File: src/rtl/multi_tick_divider.sv
// Multi-channel tick generator: divides clk_12MHz into per-channel one-cycle strobes.
// Optional TICKGEN_SQUARE_EN adds a per-channel 50 % square-wave output (sq).
module multi_tick_divider #(
  parameter int CHANNELS = 2,
  parameter int CNT_W    = 27,
  parameter logic [CHANNELS*CNT_W-1:0] DEF_DIV = {27'd2400, 27'd12000}
) (
  input  logic                clk_12MHz,
  input  logic                rst_n,
  input  logic [CHANNELS-1:0] en,
  input  logic                sync,
  input  logic                wr_en,
  input  logic [2:0]          wr_chan,
  input  logic [CNT_W-1:0]    wr_div,
  output logic [CHANNELS-1:0] tick,
`ifdef TICKGEN_SQUARE_EN
  output logic [CHANNELS-1:0] sq,
`endif
  output logic                wr_err
);

  localparam logic [3:0] CH_LIM = 4'(CHANNELS);

  logic [CHANNELS-1:0][CNT_W-1:0] cnt, cnt_nx;
  logic [CHANNELS-1:0][CNT_W-1:0] div, div_nx;
  logic [CHANNELS-1:0][CNT_W-1:0] nxt, nxt_nx;
  logic [CHANNELS-1:0]            pend, pend_nx;
  logic [CHANNELS-1:0]            tick_nx;
  logic                           wr_ok;
  logic                           wr_rej;

  assign wr_ok  = wr_en && ({1'b0, wr_chan} < CH_LIM) && (wr_div != '0);
  assign wr_rej = wr_en && !wr_ok;

  always_comb begin
    logic hit;
    logic wrap;
    cnt_nx  = cnt;
    div_nx  = div;
    nxt_nx  = nxt;
    pend_nx = pend;
    tick_nx = '0;
    hit     = 1'b0;
    wrap    = 1'b0;
    for (int i = 0; i < CHANNELS; i++) begin
      hit  = wr_ok && (wr_chan == 3'(i));
      wrap = (cnt[i] == div[i] - CNT_W'(1));
      if (sync || !en[i]) begin
        // Idle or realigning: no period in flight, so divisors land immediately.
        cnt_nx[i]  = '0;
        pend_nx[i] = 1'b0;
        if (pend[i]) div_nx[i] = nxt[i];
        if (hit) begin
          div_nx[i] = wr_div;
          nxt_nx[i] = wr_div;
        end
      end else if (wrap) begin
        cnt_nx[i]  = '0;
        tick_nx[i] = 1'b1;
        if (pend[i]) div_nx[i] = nxt[i];
        pend_nx[i] = hit;
        if (hit) nxt_nx[i] = wr_div;
      end else begin
        cnt_nx[i] = cnt[i] + CNT_W'(1);
        if (hit) begin
          nxt_nx[i]  = wr_div;
          pend_nx[i] = 1'b1;
        end
      end
    end
  end

  always_ff @(posedge clk_12MHz or negedge rst_n) begin
    if (!rst_n) begin
      cnt    <= '0;
      pend   <= '0;
      tick   <= '0;
      wr_err <= 1'b0;
      for (int i = 0; i < CHANNELS; i++) begin
        div[i] <= DEF_DIV[i*CNT_W +: CNT_W];
        nxt[i] <= DEF_DIV[i*CNT_W +: CNT_W];
      end
    end else begin
      cnt    <= cnt_nx;
      div    <= div_nx;
      nxt    <= nxt_nx;
      pend   <= pend_nx;
      tick   <= tick_nx;
      wr_err <= wr_rej;
    end
  end

`ifdef TICKGEN_SQUARE_EN
  always_ff @(posedge clk_12MHz or negedge rst_n) begin
    if (!rst_n) begin
      sq <= '0;
    end else begin
      for (int i = 0; i < CHANNELS; i++)
        sq[i] <= (sync || !en[i]) ? 1'b0 : (sq[i] ^ tick[i]);
    end
  end
`endif

endmodule

File: config.mk
export PLATFORM = sky130hd
export DESIGN_NAME = multi_tick_divider
export DESIGN_NICKNAME = d
export VERILOG_FILES = /design/src/rtl/multi_tick_divider.sv
export SDC_FILE = /design/constraint.sdc
export NUM_CORES = 1
export LEC_CHECK = 0
export ABC_AREA = 1
export CORE_ASPECT_RATIO = 0.5
export CORE_MARGIN = 2
export CORE_UTILIZATION = 63
export CTS_CLUSTER_SIZE = 30
export DETAILED_ROUTE_END_ITERATION = 16
export PLACE_DENSITY = 0.8
export SYNTH_ARGS = -nofsm -noshare
export SYNTH_HDL_FRONTEND = slang
export SYNTH_SLANG_ARGS = --single-unit
File: constraint.sdc
create_clock -name clk_12MHz -period 3 [get_ports clk_12MHz]
set_input_delay 0.45 -clock clk_12MHz [delete_from_list [all_inputs] [get_ports clk_12MHz]]
set_output_delay 0.45 -clock clk_12MHz [all_outputs]
set_load 0.01 [all_outputs]
==> results.txt <==
initial antenna violation count: 0
combinational share of power: 34.6%
switching share of power: 38.5%
R2R Setup Slk: 350 ps
Slew Limit Fails: 0
Clock Root Buffer: clkbuf_16
CP Capture Type: flip-flop
Top FF cell, synth: dfrtp_1
Synth top area share: 32.4%
worst-path cell chain: inv_2 -> ha_1 -> nand3_1 -> nor2_4 -> nand2_2 -> nor2_1 -> xor2_1 -> inv_2 -> nor2_1 -> nand3_2 -> nand2_4 -> nand2_1 -> nand2_1
Reg clk slew, reported paths: 70 ps
power per cell area: 666 nW/um^2
Critical Path Slowest Stage Cell: nand2_4
total wire length: 29000 um
Die X-Extent: 192 um
Pint: 0.00510 W
Cells after Synth: 1715
worst-margin pin slew: 999 ps
GRT overflow: 0
drt pass-1 iters: 6
post-CTS setup repair buffer count: 0
Syn Area/Cell: 6.52 um^2
mean routed wirelength per cell: 14.6 um
TritonCTS clock tree: done
post-cts gate resize count: 0
port bufs: 38
CP Launch Type: flip-flop
Fin Setup TNS: 0 ps
initial core utilization: 64.3%
Worst Path Max Fanout: 53
RSZ-0062 raised after global routing: no
reg2reg start: div[0]
number of max-cap violations: 0
Post-synth EDFFs: 0
count of final setup violators: 0
Synth area leaders: dfrtp_1, nand2_1, nor2_1, nand3_1, dfstp_2
overall routing resource usage: 32.2%
Worst EP arrival: 3030 ps
initial DRC count: 946
clk buf depth: 2
core area: 17400 um^2
worst rel slew slack: 33.4%
number of library cell types mapped by synthesis: 34
hold_buf cts: 0
Mapped Area: 11200 um^2
crit share post-route: 88.5%
ant diodes: 0
CP max stage delay: 440 ps
die height: 98.2 um
layout cells sized above 1: 6.62%
Synth Register Bits: 167
vias in the first global route: 10200
hold crit path type: in2async
net count after synthesis: 1755
WP buf/inv: 2
Nets: 1780
Layout Cells excl Fill: 1986
status: finished, violations left
post-route minimum period: 2650 ps
Layout Area Growth over Synthesis: 11.2%
CP Class: reg2reg
Clock power frac: 29.3%
Fmax: 377 MHz
H-tree levels: 4
DPL Wire Length: 20800 um
GP Congestion: 0.946
Final Skew: 13.1 ps
Rows: 34
io pins: 39
Skew-Pair Late Insertion Delay: 430 ps
DP Cell Count: 1955
delay-heaviest family, CP: simple AND/OR/NAND/NOR gates
Sink Count: 167
Final Hold Vio Count: 2
die area: 18900 um^2
sequential cell area fraction in the yosys report: 37.6%
Worst Hold Slack: -1.36 ps
first-pass GRT wire length: 49300 um
IR drop worst, VDD: 0.000448 V
CP required: 3370 ps
antenna-violating nets left: 0
asr flop ratio synth: 100%
largest net degree at the start of global routing: 69
failing checks: hold timing
R2R cell count: 13
post-synth top area cell: dfrtp_1
TritonCTS Buffers: 17
static leakage: 6.41 nW
DR DRC count: 0
vias: 10900
sequential power share: 36.1%
P_sw: 0.00319 W
Yosys Warn Count: 0
drt via density: 5.48
r2r endpoint: div[19]
## placed cells by master, fill, tap and decap left out, types with 22 or more instances in the layout
| cell type | Yosys | routed |
|---|---|---|
| clkdlybuf4s50_1 | 0 | 37 |
| dfrtp_1 | 145 | 145 |
| xnor2_1 | 35 | 35 |
| nand4_1 | 30 | 30 |
| nor2_1 | 199 | 198 |
| inv_1 | 141 | 141 |
| nor3_1 | 22 | 22 |
| dfstp_2 | 22 | 22 |
| nand2_1 | 730 | 730 |
| nand3_1 | 128 | 128 |
| o21ai_0 | 76 | 76 |
| buf_4 | 6 | 22 |
| xor2_1 | 54 | 54 |
## power groups by stage
| stage | clock, W | sequential [W] | combinational, W |
|---|---|---|---|
| after floorplan | 0 | 0.00289 | 0.00221 |
| after global placement | 0 | 0.00300 | 0.00271 |
| after detailed placement | 0 | 0.00301 | 0.00279 |
| after CTS | 0.00245 | 0.00298 | 0.00283 |
| after global routing | 0.00254 | 0.00303 | 0.00330 |
| final | 0.00243 | 0.00299 | 0.00287 |
## sequential cells by signal, indices dropped and copies added, names as in the netlist
name and flops:
wr_err 1, div 54, cnt 54, pend 2, tick 2, nxt 54
## cells in the mapped netlist, types with 7 or more instances
cell type and number:
inv_1 141, xnor2_1 35, o21ai_0 76, nor3_1 22, nand3b_1 9, nor2_1 199, nand2_1 730, dfstp_2 22
xor2_1 54, dfrtp_1 145, nand3_1 128, buf_1 8, a21oi_1 7, mux2_2 10, nand4_1 30, nor2_2 10
clkbuf_1 32
## logic make-up (layout without fill, tap and decap cells)
family                   count (synthesis)  count (layout)  share of synthesized area (%)
buffers and inverters                  205             242                           7.48
AO/OA/AOI/OAI                           91              91                           4.16
XOR/XNOR                                89              89                           6.97
flip-flops                             167             167                           37.6
AND/OR/NAND/NOR                       1149            1149                           42.3
multiplexers                            10              10                           1.01
adder cells (fa/ha/maj)                  4               4                          0.447
## worst max path at each step
stage / end / from / slack (ps) / cells after the start
6_report: div[19] / div[0] / 350 / 13
5_1_grt: div[13] / div[0] / 20 / 14
4_1_cts: div[6] / div[0] / 380 / 13
3_5_place_dp: div[52] / wr_div[21] / 350 / 12
3_3_place_gp: div[52] / wr_div[21] / 400 / 12
2_1_floorplan: div[36] / div[27] / 830 / 15
## per-layer routing
layer  global-route usage [%]  up-vias  part of all wire, %  wire, um
li1                         -     5387                    -         -
met1                     45.0     5130                   47     13600
met2                     52.9      324                   47     13500
met3                     4.85       49                  5.3      1540
met4                     7.57        0                  1.4       399
met5                        0        -                    0         0
## layout make-up
| type | count | area (um^2) |
|---|---|---|
| multi-input combinational | 1343 | 6150 |
| fill | 1484 | 4950 |
| sequential | 167 | 4210 |
| timing repair buffer | 63 | 607 |
| inverter | 148 | 556 |
| clock buffer | 20 | 437 |
| tap | 234 | 293 |
| clock inverter | 11 | 198 |
## through the flow
stage	worst slack, ps	total power [W]	utilization (%)	cell area [um^2]	hold WS (ps)
after floorplan	829	0.00510	-	11200	154
after global placement	404	0.00570	67.9	11800	450
after detailed placement	354	0.00580	67.9	11800	454
after CTS	385	0.00826	71.5	12400	40.1
after global routing	21.6	0.00887	71.5	12400	61.3
final	345	0.00829	71.5	12400	-1.36
Power figures use the tool's default switching activity.
